`src/rtl/pwm_measure_pkg.sv`:
```
// Shared constants, encodings and helpers for the servo PWM decoder and generator.
package pwm_pkg;

   localparam int CNT_W = 20;
   localparam logic [CNT_W-1:0] CNT_MAX = '1;

   // Full-scale timing at 100 MHz.
   localparam int TIMEOUT_CYC = 600000;
   localparam int POS_L_MIN   = 100000;   // left band   [L_MIN, N_MIN)
   localparam int POS_N_MIN   = 130000;   // neutral band [N_MIN, N_MAX]
   localparam int POS_N_MAX   = 170000;
   localparam int POS_R_MAX   = 200000;   // right band  (N_MAX, R_MAX]

   // Generator high times for the three nominal servo positions.
   localparam int GEN_L = 110000;
   localparam int GEN_N = 150000;
   localparam int GEN_R = 190000;

   typedef logic [2:0] pos_t;
   localparam pos_t POS_NONE  = 3'b000;
   localparam pos_t POS_LEFT  = 3'b100;
   localparam pos_t POS_NEUT  = 3'b010;
   localparam pos_t POS_RIGHT = 3'b001;

   typedef enum logic [1:0] {
      ST_IDLE,
      ST_HIGH,
      ST_LOW
   } state_t;

   // Map a high-pulse width onto a position code using the supplied band edges.
   function automatic pos_t decode_pos(input logic [CNT_W-1:0] w,
                                       input int l_min, input int n_min,
                                       input int n_max, input int r_max);
      int wi;
      wi = int'(w);
      if (wi >= l_min && wi < n_min)
         return POS_LEFT;
      else if (wi >= n_min && wi <= n_max)
         return POS_NEUT;
      else if (wi > n_max && wi <= r_max)
         return POS_RIGHT;
      else
         return POS_NONE;
   endfunction

endpackage

```
`src/rtl/pwm_measure_if.sv`:
```
// Measurement bus: PWM line in, pulse/period results and status out.
interface pwm_measure_if;
   import pwm_pkg::*;

   logic             PWM_IN;
   logic [CNT_W-1:0] HIGH_CNT;
   logic [CNT_W-1:0] PERIOD_CNT;
   logic             MEAS_VALID;
   pos_t             POS;
   logic             TIMEOUT;
   logic             LEVEL;

   // The master drives the PWM line and consumes results.
   modport master (output PWM_IN,
                   input  HIGH_CNT, PERIOD_CNT, MEAS_VALID, POS, TIMEOUT, LEVEL);

   // The decoder consumes the PWM line and produces results.
   modport slave  (input  PWM_IN,
                   output HIGH_CNT, PERIOD_CNT, MEAS_VALID, POS, TIMEOUT, LEVEL);
endinterface

```
`src/rtl/pwm_measure_sync_edge.sv`:
```
// Two-flop synchronizer for an asynchronous line plus a history flop for edge detect.
module sync_edge (
   input  logic clk_i,
   input  logic rst_i,
   input  logic async_i,
   output logic level_o,
   output logic rise_o,
   output logic fall_o
);

   logic meta_q;
   logic sync_q;
   logic hist_q;

   // Shift the raw line through meta -> sync -> history.
   always_ff @(posedge clk_i) begin
      if (rst_i) begin
         meta_q <= 1'b0;
         sync_q <= 1'b0;
         hist_q <= 1'b0;
      end else begin
         meta_q <= async_i;
         sync_q <= meta_q;
         hist_q <= sync_q;
      end
   end

   assign level_o = sync_q;
   assign rise_o  = sync_q & ~hist_q;
   assign fall_o  = ~sync_q & hist_q;

endmodule

```
`src/rtl/pwm_measure.sv`:
```
// Servo PWM decoder: measures high time and rising-to-rising period, classifies
// the position and flags a line that has stopped toggling.
module pwm_measure
   import pwm_pkg::*;
#(
   parameter int TIMEOUT_CYC_P = TIMEOUT_CYC,
   parameter int POS_L_MIN_P   = POS_L_MIN,
   parameter int POS_N_MIN_P   = POS_N_MIN,
   parameter int POS_N_MAX_P   = POS_N_MAX,
   parameter int POS_R_MAX_P   = POS_R_MAX
) (
   input  logic         CLK,
   input  logic         RST,
   pwm_measure_if.slave bus
);

   logic             level;
   logic             rise;
   logic             fall;

   state_t           state_q,      state_d;
   logic [CNT_W-1:0] cnt_q,        cnt_d;
   logic [CNT_W-1:0] high_cap_q,   high_cap_d;
   logic [CNT_W-1:0] high_cnt_q,   high_cnt_d;
   logic [CNT_W-1:0] period_q,     period_d;
   pos_t             pos_q,        pos_d;
   logic             valid_q,      valid_d;
   logic             timeout_q,    timeout_d;

   logic [CNT_W-1:0] cnt_inc;
   logic             to_hit;

   sync_edge u_sync (
      .clk_i   (CLK),
      .rst_i   (RST),
      .async_i (bus.PWM_IN),
      .level_o (level),
      .rise_o  (rise),
      .fall_o  (fall)
   );

   // The counter is cleared on the rise-detect cycle, so the elapsed count at
   // any later edge is cnt_q + 1; capturing cnt_inc gives exact widths.
   assign cnt_inc = (cnt_q == CNT_MAX) ? cnt_q : cnt_q + 1'b1;
   assign to_hit  = int'(cnt_inc) >= TIMEOUT_CYC_P;

   // State and result registers.
   always_ff @(posedge CLK) begin
      if (RST) begin
         state_q    <= ST_IDLE;
         cnt_q      <= '0;
         high_cap_q <= '0;
         high_cnt_q <= '0;
         period_q   <= '0;
         pos_q      <= POS_NONE;
         valid_q    <= 1'b0;
         timeout_q  <= 1'b0;
      end else begin
         state_q    <= state_d;
         cnt_q      <= cnt_d;
         high_cap_q <= high_cap_d;
         high_cnt_q <= high_cnt_d;
         period_q   <= period_d;
         pos_q      <= pos_d;
         valid_q    <= valid_d;
         timeout_q  <= timeout_d;
      end
   end

   // Next-state logic; edges take priority over the timeout check.
   always_comb begin
      state_d    = state_q;
      cnt_d      = cnt_inc;
      high_cap_d = high_cap_q;
      high_cnt_d = high_cnt_q;
      period_d   = period_q;
      pos_d      = pos_q;
      valid_d    = 1'b0;
      timeout_d  = timeout_q;

      case (state_q)
         ST_IDLE: begin
            cnt_d = '0;
            if (rise) begin
               state_d = ST_HIGH;
            end
         end
         ST_HIGH: begin
            if (fall) begin
               state_d    = ST_LOW;
               high_cap_d = cnt_inc;
            end else if (to_hit) begin
               state_d   = ST_IDLE;
               cnt_d     = '0;
               timeout_d = 1'b1;
               pos_d     = POS_NONE;
            end
         end
         ST_LOW: begin
            if (rise) begin
               state_d    = ST_HIGH;
               cnt_d      = '0;
               period_d   = cnt_inc;
               high_cnt_d = high_cap_q;
               pos_d      = decode_pos(high_cap_q, POS_L_MIN_P, POS_N_MIN_P,
                                       POS_N_MAX_P, POS_R_MAX_P);
               valid_d    = 1'b1;
               timeout_d  = 1'b0;
            end else if (to_hit) begin
               state_d   = ST_IDLE;
               cnt_d     = '0;
               timeout_d = 1'b1;
               pos_d     = POS_NONE;
            end
         end
         default: begin
            state_d = ST_IDLE;
            cnt_d   = '0;
         end
      endcase
   end

   assign bus.HIGH_CNT   = high_cnt_q;
   assign bus.PERIOD_CNT = period_q;
   assign bus.POS        = pos_q;
   assign bus.MEAS_VALID = valid_q;
   assign bus.TIMEOUT    = timeout_q;
   assign bus.LEVEL      = level;

endmodule

```
`src/flat_wrapper.sv`:
```
// flat-port wrapper written by rule: the top's interface ports become plain ports
module pwm_measure_flat import pwm_pkg::*;
#(
   parameter int TIMEOUT_CYC_P = TIMEOUT_CYC,
   parameter int POS_L_MIN_P   = POS_L_MIN,
   parameter int POS_N_MIN_P   = POS_N_MIN,
   parameter int POS_N_MAX_P   = POS_N_MAX,
   parameter int POS_R_MAX_P   = POS_R_MAX
)
  (CLK, RST, bus_PWM_IN, bus_HIGH_CNT, bus_PERIOD_CNT, bus_MEAS_VALID, bus_POS, bus_TIMEOUT, bus_LEVEL);
  pwm_measure_if bus_i ();
  input  logic CLK;
  input  logic RST;
  input wire logic [$bits(bus_i.PWM_IN)-1:0] bus_PWM_IN;
  output wire logic [$bits(bus_i.HIGH_CNT)-1:0] bus_HIGH_CNT;
  output wire logic [$bits(bus_i.PERIOD_CNT)-1:0] bus_PERIOD_CNT;
  output wire logic [$bits(bus_i.MEAS_VALID)-1:0] bus_MEAS_VALID;
  output wire logic [$bits(bus_i.POS)-1:0] bus_POS;
  output wire logic [$bits(bus_i.TIMEOUT)-1:0] bus_TIMEOUT;
  output wire logic [$bits(bus_i.LEVEL)-1:0] bus_LEVEL;
  assign bus_i.PWM_IN = bus_PWM_IN;
  assign bus_HIGH_CNT = bus_i.HIGH_CNT;
  assign bus_PERIOD_CNT = bus_i.PERIOD_CNT;
  assign bus_MEAS_VALID = bus_i.MEAS_VALID;
  assign bus_POS = bus_i.POS;
  assign bus_TIMEOUT = bus_i.TIMEOUT;
  assign bus_LEVEL = bus_i.LEVEL;
  pwm_measure #(.TIMEOUT_CYC_P(TIMEOUT_CYC_P), .POS_L_MIN_P(POS_L_MIN_P), .POS_N_MIN_P(POS_N_MIN_P), .POS_N_MAX_P(POS_N_MAX_P), .POS_R_MAX_P(POS_R_MAX_P)) u_core (.CLK(CLK), .RST(RST), .bus(bus_i));
endmodule
```
`config.mk`:
```
export PLATFORM = sky130hd
export DESIGN_NAME = pwm_measure_flat
export DESIGN_NICKNAME = d
export VERILOG_FILES = /design/src/rtl/pwm_measure_pkg.sv /design/src/rtl/pwm_measure_if.sv /design/src/rtl/pwm_measure_sync_edge.sv /design/src/rtl/pwm_measure.sv /design/src/flat_wrapper.sv
export SDC_FILE = /design/constraint.sdc
export NUM_CORES = 1
export LEC_CHECK = 0
export ABC_AREA = 1
export BUFFER_PORTS_ARGS = -buffer_cell sky130_fd_sc_hd__clkbuf_2
export CAP_MARGIN = 20
export CORE_MARGIN = 3
export CORE_UTILIZATION = 58
export DETAILED_ROUTE_END_ITERATION = 7
export PLACE_DENSITY_LB_ADDON = 0.12
export SLEW_MARGIN = 0
export SYNTH_ARGS = -nofsm -noshare
export SYNTH_HDL_FRONTEND = slang
export SYNTH_SLANG_ARGS = --single-unit
```
`constraint.sdc`:
```
create_clock -name CLK -period 2.7 [get_ports CLK]
set_input_delay 0.27 -clock CLK [delete_from_list [all_inputs] [get_ports CLK]]
set_output_delay 0.27 -clock CLK [all_outputs]
set_load 0.005 [all_outputs]
```
==> impl_results.md, run 1 <==
* CTS clk-pin slew, worst paths at 0.09 ns
* Sequential fraction of the synthesis area at 42.7%
* Mapped Area at 4220 µm²
* CP Class: flop to flop
* Congestion Overflow GR at 0
* Final Hold Fails at 0
* Postcts setup bufs at 0
* Wire per inst at 14.1 µm
* Gr usage total at 24.9%
* Pin count of the biggest net entering global routing at 42
* Fmax at 398 MHz
* Post-route ant nets at 0
* DR iter-0 viols at 275
* Antenna cells at 0
* Status: completed
* Syn Nets at 602
* Static leakage at 0.00225 µW
* Syn_area_per_cell at 7.10 µm²
* Clock Tree Root: clkbuf_8
* EDFF count, synth at 0
* RSZ-0062 raised after global routing: true
* Starting Density at 61.1%
* Multiplexer share of the synthesized area at 0%
* Number of max-cap violations at 0
* Main area contributors after synthesis: dfxtp_1, nand2_1, inv_1
* # clock sinks at 90
* Internal power at 2000 µW
* Final Worst Setup Slack at 0.189 ns
* CTS tree: yes
* Top_reg_cell synth: dfxtp_1
* Tightest Pin Transition at 0.502 ns
* Synth top area share at 42.7%
* YS warnings at 0
* DR pass1 iterations at 5
* Synth cell types at 30
* Min-delay worst type: primary input to flop
* Reg power frac at 52.3%
* Dpl hpwl at 7.51 mm
* Total wire length at 10.5 mm
* # port buffers at 48
* Setup TNS at 0 ns
* Vias at 3,886
* Ratio of cells with drive above 1 in the final layout at 18.3%
* Bufs on Longest Clock Path at 2
* Chip Height at 91.3 µm
* Core area at 6910 µm²
* Comb power frac at 4.1%
* Final min period at 2.51 ns
* Top Ports at 49
* Seq cells post-synth at 90
* Sw Pwr at 581 µW
* Slew Viols, Final at 0
* Area leader, netlist: dfxtp_1
* Crit end category: flop
* Synth Area in Adders at 1.48%
* Relative slew slack at 66.3%
* Complex-gate fraction of the synthesized area at 16.0%
* Final Net Count at 648
* Via density at 5.24
* Post-synthesis xor/xnor area fraction at 1.25%
* Simple-gate share of the synthesized area at 26.7%
* # DRC at 0
* Antenna violations before repair at 0
* Syn Inst Count at 594
* Main combinational cell family by area after synthesis: simple AND/OR/NAND/NOR gates
* Routability cong. at 0.900
* Setup violators final at 0
* Inserted Clock Buffers at 9
* First-pass GRT wire length at 16.9 mm
* Crit path arrival time at 2.75 ns
* Maximum VDD drop at 405 µV
* Clock network fraction of design power at 43.6%
* Worst Path Max Fanout at 16
* Clock Latency Late Sink at 0.35 ns
* Vias in the first global route at 3,603
* Die width at 91.3 µm
* # rows at 30
* Fin crit share at 93.0%
* Area Overhead vs Synth at 14.2%
* PwrDens at 535 nW/µm²
* Worst clock skew at 0.00854 ns
* Die area at 8330 µm²
* CP Launch Type: flop
* Post-synth ARST share at 0%
* CP required at 2.94 ns
* H-Tree Depth at 3
* Net switching fraction of the power at 22.6%
* Dpl ws at 0.167 ns
[repair_timing]
item	in CTS	in global routing
setup endpoints to repair	0	20
hold buffers	0	0
endpoints found under the hold margin	0	0
resized for setup	0	2
[synthesized netlist by cell type, types with 5 or more instances]
cell type,instances
nand4_1,9
nor2_1,58
nand2_1,107
o21ai_0,42
a21oi_1,47
dfxtp_1,90
ha_1,5
clkbuf_1,19
inv_1,97
o211ai_1,24
nor2_2,22
nand3_1,30
nand2_2,6
inv_2,6
[power groups by stage]
stage | registers [µW] | clock network (µW) | logic (µW)
after floorplan | 1380 | 0 | 71.2
after global placement | 1380 | 0 | 95.6
after detailed placement | 1380 | 0 | 97.5
after CTS | 1350 | 1140 | 98.5
after global routing | 1350 | 1180 | 118
final | 1350 | 1120 | 106
[final cells by class]
| type | count | area, µm² |
|---|---|---|
| fill | 620 | 2090 |
| multi-input combinational | 378 | 1950 |
| sequential | 90 | 1800 |
| inverter | 104 | 390 |
| timing repair buffer | 57 | 308 |
| clock buffer | 9 | 124 |
| clock inverter | 7 | 124 |
| tap | 96 | 120 |
[worst paths after layout]
check / cells after the start / slack (ns) / start / end
hold reg to reg: 2 / 0.41 / u_core.u_sync.meta_q / u_core.u_sync.level_o
setup / recovery: 16 / 0.19 / u_core.cnt_q[1] / u_core.cnt_q[17]
hold / removal: 3 / 0.1 / bus_PWM_IN / u_core.u_sync.meta_q
setup reg to reg: 16 / 0.19 / u_core.cnt_q[1] / u_core.cnt_q[17]
[layer usage]
| layer | track usage [%] | share of wire (%) |
|---|---|---|
| met2 | 40.9 | 46 |
| met4 | 9.30 | 2.0 |
| met1 | 33.1 | 46 |
| met3 | 3.81 | 5.7 |
| met5 | 0 | 0 |
[cells by family after synthesis]
family | count (synthesis)
fa+ha+maj | 5
buf+inv | 127
compound gates | 120
simple gates | 246
xor+xnor | 6
flops | 90
[cell usage in the layout, fill, tap and decap left out, types with 6 or more instances in the layout]
cell type | Yosys | layout
nand2_1 | 107 | 107
inv_1 | 97 | 97
dfxtp_1 | 90 | 90
nor2_1 | 58 | 57
clkbuf_2 | 0 | 48
a21oi_1 | 47 | 47
o21ai_0 | 42 | 42
nand3_1 | 30 | 29
o211ai_1 | 24 | 24
nor2_2 | 22 | 22
nand4_1 | 9 | 9
clkbuf_8 | 0 | 9
buf_4 | 0 | 9
nand2_2 | 6 | 6
inv_2 | 6 | 6
[state kept, by name, indices dropped and copies added (netlist names)]
name and cells:
u_core.state_q 2, u_core.bus.HIGH_CNT 20, u_core.high_cap_q 20, u_core.bus.TIMEOUT 1
u_core.bus.PERIOD_CNT 20, u_core.cnt_q 20, u_core.u_sync.meta_q 1, u_core.u_sync.level_o 1
u_core.bus.MEAS_VALID 1, u_core.u_sync.hist_q 1, u_core.bus.POS 3
[stage by stage]
step	cell area, µm²	hold slack [ns]	util, %	total power [µW]	instances
2_1_floorplan	4220	0.377	-	1450	594
3_3_place_gp	4550	0.393	65.8	1470	724
3_5_place_dp	4550	0.398	65.8	1480	724
4_1_cts	4790	0.0888	69.4	2580	740
5_1_grt	4820	0.105	69.8	2650	741
6_report	4820	0.0976	69.8	2580	741
[worst max-delay path: stages, from the launching register on]
cell	delay (ns)
dfxtp_1	0.39
ha_1	0.21
inv_1	0.09
nor2_4	0.16
nand2_2	0.10
nor2_2	0.12
nand2_2	0.20
nand2_1	0.19
inv_1	0.11
nor2_1	0.12
nand2_1	0.07
nand2_1	0.07
nand3_2	0.08
nand2_2	0.13
nand2_4	0.09
nand4_4	0.21
nor2_2	0.05
Power figures use the tool's default switching activity.
==> run 2: changes to the inputs <==
Settings changed: CORE_UTILIZATION 58 to 60, CTS_BUF_LIST set to sky130_fd_sc_hd__clkbuf_2.
==> run 2 against run 1 <==
Hold slack improved by 0.068 ns. Register-to-register slack hardly changed. Sequential power hardly changed. Maximum frequency increased by 0.52%. Critical path type unchanged. Highest routed layer unchanged.
==> impl_results.md, run 2 (same netlist as run 1, synthesis figures left out) <==
* Via density at 5.31 (+1.3%)
* Total wire length at 10.2 mm (-2.3%)
* Comb power frac at 4.8% (+0.7 points)
* Fin crit share at 92.5% (-0.48 points)
* Dpl hpwl at 7.43 mm (-1.1%)
* Starting Density at 64.2% (+3.2 points)
* Dpl ws at 0.136 ns (-0.0310 ns)
* Pin count of the biggest net entering global routing at 54 (+29%)
* Status: completed
* Antenna cells at 0 (unchanged)
* Final Worst Setup Slack at 0.202 ns (+0.0131 ns)
* Vias in the first global route at 3,627 (+0.67%)
* RR Startpoint: u_core.cnt_q[1]
* DR iter-0 viols at 351 (+28%)
* WHS Path Cells at 2 (-1)
* Crit path arrival time at 2.95 ns (+0.20 ns)
* H-Tree Depth at 3 (unchanged)
* # rows at 29 (-3.3%)
* Final Hold Fails at 0 (unchanged)
* Post-route ant nets at 0 (unchanged)
* Area Overhead vs Synth at 10.8%
* Worst clock skew at 0.0188 ns (+0.0103 ns)
* CP Launch Type: flop
* # port buffers at 48 (unchanged)
* # clock sinks at 90 (unchanged)
* Reg power frac at 63.7% (+11 points)
* Bufs on Longest Clock Path at 2 (unchanged)
* Final Net Count at 647 (-0.15%)
* Core area at 6570 µm² (-4.9%)
* Commonest non-fill, non-tap cell in the layout: nand2_1
* Ratio of cells with drive above 1 in the final layout at 17.7% (-0.57 points)
* Slew Viols, Final at 0 (unchanged)
* Worst r2r path cells at 14 (-2)
* Top Ports at 49 (unchanged)
* Postcts setup bufs at 0 (unchanged)
* CTS tree: yes
* Wire per inst at 13.9 µm (-1.6%)
* Relative slew slack at 65.5% (-0.83 points)
* Maximum single-stage delay on the critical path at 0.43 ns (+0.04 ns)
* Antenna violations before repair at 0 (unchanged)
* Maximum VDD drop at 434 µV (+7.4%)
* Slowest-stage cell, CP: dfxtp_1
* Internal power at 1590 µW (-21%)
* CP Class: flop to flop
* Inserted Clock Buffers at 9 (unchanged)
* Static leakage at 0.00219 µW (-2.8%)
* Layout fillers at 568 (-8.4%)
* Setup violators final at 0 (unchanged)
* Tightest Pin Transition at 0.513 ns (+0.0115 ns)
* CP Cell Sequence: ha_1 > inv_1 > nor2_4 > nand2_2 > nor2_1 > nand3_1 > nand3_1 > nand2_1 > nor2_1 > nand3_2 > nand2_2 > nand2_4 > nand4_4 > nor2_2
* Number of max-cap violations at 0 (unchanged)
* PwrDens at 455 nW/µm² (-15%)
* Die area at 8070 µm² (-3.1%)
* Vias at 3,911 (+0.64%)
* Congestion Overflow GR at 0 (unchanged)
* R2R Path End: u_core.cnt_q[17]
* # DRC at 0 (unchanged)
* Crit end category: flop
* Gr usage total at 25.7% (+0.80 points)
* Clock network fraction of design power at 31.5% (-12 points)
* DR pass1 iterations at 6 (+1)
* Routability cong. at 0.934 (+3.8%)
* Clock Tree Root: clkbuf_2
* Chip Height at 89.9 µm (-1.6%)
* Net switching fraction of the power at 25.5% (+3.0 points)
* Worst Path Max Fanout at 10 (-6)
* RSZ-0062 raised after global routing: false
* CTS clk-pin slew, worst paths at 0.23 ns (+0.14 ns)
* Die width at 89.9 µm (-1.6%)
* Min-delay worst type: primary input to flop
* FF-to-FF setup slack at 0.20 ns (about the same)
* Final min period at 2.50 ns (-0.0131 ns)
* Sw Pwr at 543 µW (-6.6%)
* Setup TNS at 0 ns (unchanged)
* Final Power at 2130 µW (-17%)
* CP required at 3.15 ns (+0.21 ns)
* First-pass GRT wire length at 17.1 mm (+1.6%)
* Hold path startpoint: RST
* Clock Latency Late Sink at 0.55 ns (+0.20 ns)
* Most frequent cells in the layout: nand2_1, inv_1, dfxtp_1
* Fmax at 400 MHz (+0.52%)
* Worst Hold Endpoint: u_core.state_q[0]
## run 2: changes by cell type in the layout (fill, tap and decap cells not counted), sizes merged
cell and delta:
bufinv -2, clkinvlp +3, inv -1, buf -2, clkinv -1, dlygate4sd3 +1
## run 2: worst max-delay path by stage
stage / from / endpoint / slack [ns] / depth (start not counted)
CTS: u_core.cnt_q[0] / u_core.cnt_q[2] / 0.06 / 16
floorplan: u_core.cnt_q[0] / u_core.cnt_q[17] / 0.58 / 18
finish: u_core.cnt_q[1] / u_core.cnt_q[17] / 0.20 / 14
global placement: u_core.cnt_q[1] / u_core.cnt_q[18] / 0.24 / 16
global route: u_core.cnt_q[0] / u_core.cnt_q[2] / 0.02 / 15
detailed placement: u_core.cnt_q[1] / u_core.cnt_q[17] / 0.14 / 16
## run 2: timing repair
action | 4_1_cts | 5_1_grt
hold buffers | 1 | 0
hold endpoints to repair | 1 | 0
endpoints found under the setup margin | 0 | 20
gates resized for setup | 0 | 2
## run 2: through the flow
stage	cells	area [µm²]	utilization (%)	hold slack, ns
finish	736	4670	71.2	0.166
global route	736	4670	71.2	0.124
CTS	735	4650	70.8	0.118
detailed placement	719	4530	68.9	0.398
global placement	719	4530	68.9	0.391
floorplan	594	4220	-	0.377
## run 2: worst max-delay path: cells and delay by family (launching register included)
family | cells | cell delay [ns]
fa+ha+maj | 1 | 0.22
buf+inv | 1 | 0.10
simple gates | 12 | 1.67
flops | 1 | 0.43
## run 2: power groups by stage
stage	combinational, µW	clock, µW	sequential, µW
finish	103	671	1360
global placement	92.0	0	1380
floorplan	71.2	0	1380
detailed placement	93.9	0	1380
global route	116	739	1360
CTS	95.1	682	1360
## run 2: area by class of cell
cell class,instances,area (µm²),share of cell area (%)
clock inverter,6,66.3,1.42
multi-input combinational,378,1950,41.8
clock buffer,9,45.0,0.964
sequential,90,1800,38.5
inverter,104,390,8.35
tap,93,116,2.49
timing repair buffer,56,303,6.48
## run 2: routing by layer
metal	vias up	routed length [µm]	track usage [%]	share of wire, %
li1	1973	-	-	-
met1	1785	4600	34.3	45
met2	134	4810	42.4	47
met3	19	654	5.76	6.4
met4	0	149	6.51	1.5
met5	-	0	0	0
==> run 3: changes to the inputs <==
Settings changed: BUFFER_PORTS_ARGS -buffer_cell sky130_fd_sc_hd__clkbuf_2 to not set, DONT_BUFFER_PORTS set to 1.
==> run 3 against run 2 <==
Clock power grew 15%. Die area is the same. Flip-flop and latch count is the same. Clock skew shrank 0.0013 ns. Count of clock-buffer cells in the layout grew 1. Utilization shrank 3.1 points. Sequential share of layout area grew 1.8 points. Register-to-register slack gained 0.03 ns. Routed wire length grew 0.19%.
==> impl_results.md, run 3 (same netlist as run 1, synthesis figures left out) <==
* Clock Tree Root: clkbuf_2
* DP Cell Count at 671 (-6.7%)
* Relative slew slack at 52.1% (-13 points)
* Number of max-cap violations at 0 (unchanged)
* Clock Latency Late Sink at 0.53 ns (-0.02 ns)
* Die area at 8070 µm² (unchanged)
* Tightest Pin Transition at 0.716 ns (+0.203 ns)
* # clock sinks at 90 (unchanged)
* Antenna cells at 0 (unchanged)
* Vias at 3,776 (-3.5%)
* Top Ports at 49 (unchanged)
* # port buffers at 0 (-100%)
* Final min period at 2.47 ns (-0.0252 ns)
* Finished Layout Cells at 690 (-6.3%)
* Hold slack at 0.259 ns (+0.0930 ns)
* Static leakage at 0.00199 µW (-9.1%)
* CTS tree: yes
* Most frequent cells in the layout: nand2_1, inv_1, dfxtp_1
* Crit path arrival time at 2.92 ns (-0.03 ns)
* Final Hold Fails at 0 (unchanged)
* Routability cong. at 0.932 (-0.25%)
* Starting Density at 64.2% (unchanged)
* Chip Height at 89.9 µm (unchanged)
* Area Overhead vs Synth at 6.02%
* Vias in the first global route at 3,534 (-2.6%)
* DR iter-0 viols at 374 (+6.6%)
* DR pass1 iterations at 5 (-1)
* First-pass GRT wire length at 17.1 mm (-0.32%)
* Die width at 89.9 µm (unchanged)
* Fin crit share at 91.6% (-0.93 points)
* Crit end category: flop
* Setup TNS at 0 ns (unchanged)
* # DRC at 0 (unchanged)
* H-Tree Depth at 3 (unchanged)
* Worst clock skew at 0.0175 ns (-0.00132 ns)
* Min-delay worst type: primary input to flop
* Bufs on Longest Clock Path at 2 (unchanged)
* Gr usage total at 25.6% (-0.10 points)
* Inserted Clock Buffers at 9 (unchanged)
* Setup violators final at 0 (unchanged)
* Dpl ws at 0.0689 ns (-0.0674 ns)
* Congestion Overflow GR at 0 (unchanged)
* PwrDens at 498 nW/µm² (+9.4%)
* Final Power at 2230 µW (+4.7%)
* Final Net Count at 600 (-7.3%)
* Core area at 6570 µm² (unchanged)
* Final Worst Setup Slack at 0.227 ns (+0.0252 ns)
* Fmax at 404 MHz (+1.0%)
* CTS clk-pin slew, worst paths at 0.24 ns (about the same)
* Pin count of the biggest net entering global routing at 53 (-1.9%)
* # rows at 29 (unchanged)
* Slew Viols, Final at 0 (unchanged)
* CP Launch Type: flop
* Post-route ant nets at 0 (unchanged)
* Via density at 5.47 (+3.0%)
* Total wire length at 10.2 mm (+0.19%)
* CP required at 3.15 ns (about the same)
* Wire per inst at 14.8 µm (+6.9%)
* Worst Path Max Fanout at 16 (+6)
* Maximum VDD drop at 388 µV (-11%)
* Ratio of cells with drive above 1 in the final layout at 11.4% (-6.3 points)
* Dpl hpwl at 7.34 mm (-1.2%)
* Antenna violations before repair at 0 (unchanged)
* Status: completed
* Commonest non-fill, non-tap cell in the layout: nand2_1
* RSZ-0062 raised after global routing: false
* CP Class: flop to flop
[run 3: changes by cell type in the layout (fill, tap and decap cells not counted), sizes merged]
cell	change
clkbuf	-47
dlygate4sd3	+1
bufinv	+1
clkinvlp	-1
[run 3: where the power goes]
part	internal (µW)	switching, µW
sequential	1350	12.1
combinational	28.7	70.0
clock	311	461
total	1680	543
[run 3: layout make-up]
class	count	area, µm²
Tap cell	93	116
Timing Repair Buffer	9	72.6
Sequential cell	90	1800
Clock inverter	6	88.8
Inverter	104	390
Fill cell	617	2090
Clock buffer	10	50.0
Multi-Input combinational cell	378	1950
[run 3: metrics by stage]
| stage | utilization [%] | cell area (µm²) |
|---|---|---|
| after floorplan | - | 4220 |
| after global placement | 65.3 | 4290 |
| after detailed placement | 65.3 | 4290 |
| after CTS | 67.7 | 4450 |
| after global routing | 68.1 | 4470 |
| final | 68.1 | 4470 |
[run 3: metal layers]
metal / part of all wire, % / vias up / track usage (%)
met4: 2.0 / 0 / 9.44
met1: 46 / 1720 / 34.6
met2: 45 / 148 / 40.4
met3: 7.1 / 22 / 5.76
met5: 0 / - / 0
li1: - / 1886 / -
[run 3: timing repair]
action | CTS | global route
setup buffers | 0 | 0
endpoints found under the setup margin | 0 | 23
endpoints found under the hold margin | 18 | 0
gates resized for setup | 0 | 3
hold buffers | 2 | 0
[run 3: final timing paths]
kind / start / endpoint / slack, ns / cells after the start
worst max-delay path: u_core.cnt_q[1] / u_core.cnt_q[6] / 0.23 / 16
worst min-delay path: RST / u_core.cnt_q[15] / 0.26 / 3
worst max register to register: u_core.cnt_q[1] / u_core.cnt_q[6] / 0.23 / 16
worst min register to register: u_core.u_sync.meta_q / u_core.u_sync.level_o / 0.42 / 2
[run 3: worst max-delay path: stages, from the launching register on]
cell	delay, ns
dfxtp_1	0.45
ha_1	0.21
inv_1	0.09
nor2_4	0.16
nand2_2	0.10
nor2_2	0.15
nand2_4	0.14
nand2_1	0.27
nand2_1	0.10
nand2_1	0.08
nand2_1	0.05
nand2_1	0.08
inv_2	0.05
nand2_2	0.11
nand2_4	0.09
nand4_4	0.20
nor2_2	0.06
